===== src/rtl/spinner_bank_pkg.sv =====
// Shared types and helpers for the spinner_bank rotary-control emulator.
// Enumerations for channel state and stroke direction, plus saturating speed arithmetic.
package spinner_bank_pkg;

  typedef enum logic [1:0] {
    StIdle,
    StDelay,
    StRun
  } state_e;

  typedef enum logic [1:0] {
    DirNone,
    DirCw,
    DirCcw
  } dir_e;

  function automatic int unsigned sat_add(input int unsigned speed,
                                          input int unsigned accel,
                                          input int unsigned max_v);
    int unsigned sum;
    sum = speed + accel;
    return (sum > max_v) ? max_v : sum;
  endfunction

endpackage


===== src/rtl/spinner_chan.sv =====
// One spinner channel: mode FSM, repeat/speed counters and the wrapping angle register.
// Optional relative-motion input is compiled in with SPINNER_BANK_DELTA_EN.
module spinner_chan
  import spinner_bank_pkg::*;
#(
  parameter int unsigned ANGLE_W      = 8,
  parameter int unsigned RESET_ANGLE  = 0,
  parameter int unsigned STEP_BTN     = 4,
  parameter int unsigned REPEAT_DELAY = 8,
  parameter int unsigned REPEAT_RATE  = 2,
  parameter int unsigned STEP_MIN     = 2,
  parameter int unsigned STEP_MAX     = 16,
  parameter int unsigned ACCEL        = 2
) (
  input  logic               i_clk,
  input  logic               i_rst_n,
  input  logic               i_edge,
  input  logic               i_plus,
  input  logic               i_minus,
  input  logic               i_use_spinner,
`ifdef SPINNER_BANK_DELTA_EN
  input  logic [7:0]         i_delta,
  input  logic               i_delta_valid,
`endif
  output logic [ANGLE_W-1:0] o_angle,
  output logic               o_active,
  output logic               o_step_pulse
);

  localparam int unsigned CntMax = (REPEAT_DELAY > REPEAT_RATE) ? REPEAT_DELAY : REPEAT_RATE;
  localparam int unsigned CNT_W  = $clog2(CntMax + 2);
  localparam int unsigned SpdTop = (STEP_MAX > STEP_MIN) ? STEP_MAX : STEP_MIN;
  localparam int unsigned SPD_W  = $clog2(SpdTop + 2);

  localparam logic [SPD_W-1:0] SpdMin   = SPD_W'(STEP_MIN);
  localparam logic [SPD_W-1:0] SpdFirst = SPD_W'(sat_add(STEP_MIN, ACCEL, STEP_MAX));

  state_e             r_state_q, w_state_d;
  dir_e               r_dir_q, w_dir_d, w_dir_req;
  logic [CNT_W-1:0]   r_cnt_q, w_cnt_d, w_cnt_inc;
  logic [SPD_W-1:0]   r_speed_q, w_speed_d;
  logic               r_mode_q, w_mode_d;
  logic [ANGLE_W-1:0] r_angle_q, w_angle_d, w_step_mag;
  logic               r_pulse_q;
  logic               w_step_en, w_fresh;

`ifdef SPINNER_BANK_DELTA_EN
  logic [31:0] w_delta_sx;
  assign w_delta_sx = {{24{i_delta[7]}}, i_delta};
`endif

  always_comb begin
    w_dir_req = DirNone;
    if (i_plus && !i_minus) begin
      w_dir_req = DirCw;
    end else if (i_minus && !i_plus) begin
      w_dir_req = DirCcw;
    end

    w_state_d  = r_state_q;
    w_dir_d    = r_dir_q;
    w_cnt_d    = r_cnt_q;
    w_speed_d  = r_speed_q;
    w_mode_d   = r_mode_q;
    w_step_en  = 1'b0;
    w_step_mag = '0;
    w_fresh    = 1'b0;
    w_cnt_inc  = r_cnt_q + CNT_W'(1);

    if (i_edge) begin
      if (r_state_q == StIdle) begin
        w_fresh = (w_dir_req != DirNone);
      end else if ((i_use_spinner != r_mode_q) || (w_dir_req == DirNone)) begin
        // Release or mode flip abandons the hold without a step.
        w_state_d = StIdle;
        w_cnt_d   = '0;
        w_speed_d = SpdMin;
      end else if (w_dir_req != r_dir_q) begin
        w_fresh = 1'b1;
      end else if (r_state_q == StDelay) begin
        if (r_cnt_q == CNT_W'(REPEAT_DELAY)) begin
          w_step_en  = 1'b1;
          w_step_mag = ANGLE_W'(STEP_BTN);
          w_state_d  = StRun;
          w_cnt_d    = '0;
        end else begin
          w_cnt_d = w_cnt_inc;
        end
      end else if (r_mode_q) begin
        w_step_en  = 1'b1;
        w_step_mag = ANGLE_W'(r_speed_q);
        w_speed_d  = SPD_W'(sat_add(32'(r_speed_q), ACCEL, STEP_MAX));
      end else if (w_cnt_inc == CNT_W'(REPEAT_RATE)) begin
        w_step_en  = 1'b1;
        w_step_mag = ANGLE_W'(STEP_BTN);
        w_cnt_d    = '0;
      end else begin
        w_cnt_d = w_cnt_inc;
      end

      if (w_fresh) begin
        w_step_en = 1'b1;
        w_dir_d   = w_dir_req;
        w_mode_d  = i_use_spinner;
        w_cnt_d   = '0;
        if (i_use_spinner) begin
          w_step_mag = ANGLE_W'(STEP_MIN);
          w_state_d  = StRun;
          w_speed_d  = SpdFirst;
        end else begin
          w_step_mag = ANGLE_W'(STEP_BTN);
          w_state_d  = StDelay;
          w_speed_d  = SpdMin;
        end
      end
    end

    // Any step taken this edge is in the requested direction.
    w_angle_d = r_angle_q;
    if (w_step_en) begin
      w_angle_d = (w_dir_req == DirCcw) ? (r_angle_q - w_step_mag) : (r_angle_q + w_step_mag);
    end
`ifdef SPINNER_BANK_DELTA_EN
    if (i_delta_valid) begin
      w_angle_d = w_angle_d + ANGLE_W'(w_delta_sx);
    end
`endif
  end

  always_ff @(posedge i_clk or negedge i_rst_n) begin
    if (!i_rst_n) begin
      r_state_q <= StIdle;
      r_dir_q   <= DirNone;
      r_cnt_q   <= '0;
      r_speed_q <= SpdMin;
      r_mode_q  <= 1'b0;
      r_angle_q <= ANGLE_W'(RESET_ANGLE);
      r_pulse_q <= 1'b0;
    end else begin
      r_state_q <= w_state_d;
      r_dir_q   <= w_dir_d;
      r_cnt_q   <= w_cnt_d;
      r_speed_q <= w_speed_d;
      r_mode_q  <= w_mode_d;
      r_angle_q <= w_angle_d;
      r_pulse_q <= w_step_en;
    end
  end

  assign o_angle      = r_angle_q;
  assign o_active     = (r_state_q != StIdle);
  assign o_step_pulse = r_pulse_q;

endmodule


===== src/rtl/spinner_bank.sv =====
// Multi-channel rotary-control emulator: VSync edge detect plus per-channel spinner_chan array.
// Define SPINNER_BANK_DELTA_EN to add the delta/delta_valid relative-motion inputs.
module spinner_bank
  import spinner_bank_pkg::*;
#(
  parameter int unsigned CHANNELS     = 2,
  parameter int unsigned ANGLE_W      = 8,
  parameter int unsigned RESET_ANGLE  = 0,
  parameter int unsigned STEP_BTN     = 4,
  parameter int unsigned REPEAT_DELAY = 8,
  parameter int unsigned REPEAT_RATE  = 2,
  parameter int unsigned STEP_MIN     = 2,
  parameter int unsigned STEP_MAX     = 16,
  parameter int unsigned ACCEL        = 2
) (
  input  logic                        clk,
  input  logic                        reset_n,
  input  logic                        strobe,
  input  logic [CHANNELS-1:0]         plus,
  input  logic [CHANNELS-1:0]         minus,
  input  logic [CHANNELS-1:0]         use_spinner,
`ifdef SPINNER_BANK_DELTA_EN
  input  logic [CHANNELS*8-1:0]       delta,
  input  logic [CHANNELS-1:0]         delta_valid,
`endif
  output logic [CHANNELS*ANGLE_W-1:0] angle,
  output logic [CHANNELS-1:0]         active,
  output logic [CHANNELS-1:0]         step_pulse
);

  logic r_strobe_q;
  logic w_edge;

  always_ff @(posedge clk or negedge reset_n) begin
    if (!reset_n) begin
      r_strobe_q <= 1'b0;
    end else begin
      r_strobe_q <= strobe;
    end
  end

  assign w_edge = strobe & ~r_strobe_q;

  for (genvar g = 0; g < CHANNELS; g++) begin : g_chan
    spinner_chan #(
      .ANGLE_W      (ANGLE_W),
      .RESET_ANGLE  (RESET_ANGLE),
      .STEP_BTN     (STEP_BTN),
      .REPEAT_DELAY (REPEAT_DELAY),
      .REPEAT_RATE  (REPEAT_RATE),
      .STEP_MIN     (STEP_MIN),
      .STEP_MAX     (STEP_MAX),
      .ACCEL        (ACCEL)
    ) u_chan (
      .i_clk         (clk),
      .i_rst_n       (reset_n),
      .i_edge        (w_edge),
      .i_plus        (plus[g]),
      .i_minus       (minus[g]),
      .i_use_spinner (use_spinner[g]),
`ifdef SPINNER_BANK_DELTA_EN
      .i_delta       (delta[g*8 +: 8]),
      .i_delta_valid (delta_valid[g]),
`endif
      .o_angle       (angle[g*ANGLE_W +: ANGLE_W]),
      .o_active      (active[g]),
      .o_step_pulse  (step_pulse[g])
    );
  end

endmodule

===== config.mk =====
export PLATFORM = sky130hd
export DESIGN_NAME = spinner_bank
export DESIGN_NICKNAME = d
export VERILOG_FILES = /design/src/rtl/spinner_bank_pkg.sv /design/src/rtl/spinner_chan.sv /design/src/rtl/spinner_bank.sv
export SDC_FILE = /design/constraint.sdc
export NUM_CORES = 1
export LEC_CHECK = 0
export BUFFER_PORTS_ARGS = -buffer_cell sky130_fd_sc_hd__buf_2
export CAP_MARGIN = 10
export CORE_MARGIN = 2
export CORE_UTILIZATION = 30
export DETAILED_ROUTE_END_ITERATION = 10
export GPL_TIMING_DRIVEN = 0
export PLACE_DENSITY = 0.57
export SLEW_MARGIN = 20
export SYNTH_ARGS = -nofsm -noshare
export SYNTH_HDL_FRONTEND = slang
export SYNTH_HIERARCHICAL = 1
export SYNTH_SLANG_ARGS = --single-unit

===== constraint.sdc =====
create_clock -name clk -period 4.9 [get_ports clk]
set_input_delay 0.735 -clock clk [delete_from_list [all_inputs] [get_ports clk]]
set_output_delay 0.735 -clock clk [all_outputs]
set_load 0.01 [all_outputs]

==> results.json <==
{
  "status": "finished, final reports clean",
  "antenna_cells": 0,
  "cts_buffer_depth": 2,
  "syn_area_um2": 3550,
  "syn_avg_cell_area_um2": 8.78,
  "vias": 3010,
  "core_area_um2": 11500,
  "syn_nets": 443,
  "nFillCells": 1166,
  "cts_setup_buffers": 0,
  "synth-edff-count": 0,
  "yosys.cell_count.top_type": "dfrtp_1",
  "drt-total-wl_mm": 7.59,
  "layout.nets": 478,
  "cts_tree": "built",
  "timing.hold.ws_ns": 0.465,
  "antenna_left": 0,
  "die_w_um": 113,
  "max_stage_delay_ns": 0.57,
  "cp_cell_sequence": "buf_2 > inv_1 > ha_1 > xor2_1 > or2_1 > buf_6 > a311oi_1 > nand2_1 > a21oi_1 > xor2_1 > ha_1 > and2_1 > o21ai_0 > a31oi_1 > inv_1 > or4_1 > nand4_1 > a311oi_2",
  "arrival_ns": 4.54,
  "grt.total_usage_pct": 12.4,
  "yosysTopAreaCell": "dfrtp_1",
  "die_h_um": 113,
  "worstSetupPathType": "input pin to flip-flop",
  "startpoint_type": "input pin",
  "path_max_fanout": 7,
  "wl_per_cell_um": 13.0,
  "numClockSinks": 45,
  "start_util_pct": 30.9,
  "synth_cells": 404,
  "first_iter_violations": 119,
  "p_leak_uw": 0.00171,
  "setup_viol": 0,
  "ys_seq_area_share_pct": 31.8,
  "ys.flop_type": "dfrtp_1",
  "synthTopCellsByCount": "dfrtp_1 (43), nor2_1 (34), nand2_1 (33)",
  "fmax_mhz": 227,
  "viasPerCell": 5.16,
  "worstPathRequired_ns": 5.04,
  "synthToLayoutAreaGrowth_pct": 12.9,
  "grt_max_degree": 46,
  "finalCriticalPeriod_ns": 4.40,
  "cp_num_buf_inv": 4,
  "rows": 39,
  "rsz0062_at_grt": "no",
  "cts_resized": 0,
  "place_ws_ns": 0.253,
  "route.detailed.drc": 0,
  "fin_tns_setup_ns": 0,
  "synth.area.top_cells": "dfrtp_1 (30%), ha_1 (9.9%), a21oi_1 (3.8%), o21ai_0 (3.8%), nor2_1 (3.6%)",
  "dieArea_um2": 12700,
  "power_density_nw_per_um2": 539,
  "cts_root_buf": "clkbuf_16",
  "synth_seq_cells": 45,
  "slowest_stage": "a311oi_1",
  "final_max_slew_viol_count": 0,
  "grt_pass1_wl_mm": 13.4,
  "worst_slew_pin_slew_ns": 0.631,
  "min_path_type": "input pin to async pin",
  "htree_levels": 2,
  "drt_first_pass_iters": 5,
  "synth_top_area_share_pct": 30.3,
  "gp_congestion": 0.825,
  "layout_setup_ws_ns": 0.500,
  "ir_worst_vdd_v": 0.000230,
  "dp_hpwl_mm": 5.68,
  "yosysWarnings": 6,
  "hold_violations": 0,
  "fin_crit_sh_pct": 89.8,
  "grt_remaining_overflow": 0,
  "clkTransAtPathRegs_ns": 0.07,
  "pin_count": 29,
  "skew_ns": 0.0118,
  "synth.distinct_cells": 70,
  "max_cap_violations": 0,
  "slew_headroom_pct": 57.6,
  "clk_latency_ns": 0.29,
  "end_kind": "flip-flop",
  "final_layout_size_suffix_gt1_share_pct": 16.8,
  "port_buffers": 28,
  "worst_path_dominant_cell_family": "compound AO/OA/AOI/OAI gates",
  "grt_pass1_vias": 2947,
  "numCtsBuffers": 5,
  "antenna_found_initial": 0,
  "holdBufCountCts": 0,
  "synth_async_sr_flop_share_pct": 100
}
==> worst paths after layout <==
check	cells after the start	slack, ns	endpoint	startpoint
worst max-delay path	18	0.50	g_chan[1].u_chan/o_angle[7]$_DFFE_PN0P_	plus[1]
worst min-delay path	1	0.46	g_chan[0].u_chan/r_dir_q[0]$_DFFE_PN0P_	reset_n
worst max register to register	16	0.79	g_chan[1].u_chan/o_angle[7]$_DFFE_PN0P_	r_strobe_q$_DFF_PN0_
worst min register to register	1	0.48	g_chan[0].u_chan/o_angle[7]$_DFFE_PN0P_	g_chan[0].u_chan/o_angle[7]$_DFFE_PN0P_
max in group asynchronous	1	4.02	g_chan[1].u_chan/r_state_q[0]$_DFFE_PN0P_	reset_n
min in group clk	1	0.48	g_chan[0].u_chan/o_angle[7]$_DFFE_PN0P_	g_chan[0].u_chan/o_angle[7]$_DFFE_PN0P_
==> through the flow <==
step | area (um2) | std cells | util (%) | power, uW
after global placement | 3860 | 575 | 33.7 | 1800
after global routing | 4010 | 583 | 34.9 | 2370
after floorplan | 3550 | 404 | - | 1550
after detailed placement | 3860 | 575 | 33.7 | 1830
final | 4010 | 583 | 34.9 | 2160
after CTS | 4000 | 583 | 34.9 | 2180
==> power by group <==
part           internal, uW  switching (uW)
combinational           529             661
clock                   189             138
sequential              511             131
==> per-layer routing <==
metal	wire [um]	GRT usage, %
met2	3780	22.0
met1	3530	15.7
met5	0	0
met4	48	2.85
met3	222	2.04
==> worst register-to-register path, delay by kind of cell, from the launching register on <==
| family | cells | cell delay [ns] |
|---|---|---|
| AOI/OAI and AO/OA | 5 | 1.16 |
| buffers and inverters | 2 | 0.23 |
| adders and majority gates | 1 | 0.34 |
| xor gates and xnor gates | 1 | 0.09 |
| DFF | 1 | 0.40 |
| and+or+nand+nor | 7 | 1.75 |
==> flip-flops by register name, summed over array words and instances, names as in the netlist <==
register	cells
g_chan.u_chan/r_speed_q	8
r_strobe_q	1
g_chan.u_chan/o_step_pulse	2
g_chan.u_chan/r_cnt_q	8
g_chan.u_chan/r_dir_q	4
g_chan.u_chan/r_state_q	4
g_chan.u_chan/o_angle	16
g_chan.u_chan/r_mode_q	2
==> area by class of cell <==
class                      count  area (um2)  share of cell area [%]
multi-input combinational    321        2260                    56.5
sequential                    45        1130                    28.2
tap                          143         179                    4.47
timing repair buffer          28         143                    3.56
clock buffer                   7         133                    3.31
inverter                      28         105                    2.62
buffer                        10        51.3                    1.28
clock inverter                 1        5.00                   0.125
==> logic make-up (layout without fill, tap and decap cells) <==
family	after synthesis	count (layout)	synth area share (%)
simple gates	141	141	21.4
flops	45	45	31.8
buf+inv	38	74	4.41
compound gates	109	109	21.1
xor+xnor	26	26	6.42
mux	11	11	3.46
other cells	4	4	0.423
fa+ha+maj	30	30	11.0
==> placed cells by master (no fill, tap or decap), types with 5 or more instances in the layout <==
cell	count
o21ai_0	27
or3_1	7
nor2_1	34
buf_2	32
xnor2_1	13
mux2_2	10
a21oi_1	27
dfrtp_1	43
nor2b_1	5
nand3_1	9
nor3_1	11
inv_1	26
clkbuf_16	5
nand2_1	33
nand2b_1	7
ha_1	28
clkbuf_1	6
o31ai_1	5
xor2_1	13
a21o_1	5
Note: power is estimated with default switching activity, not from simulation.
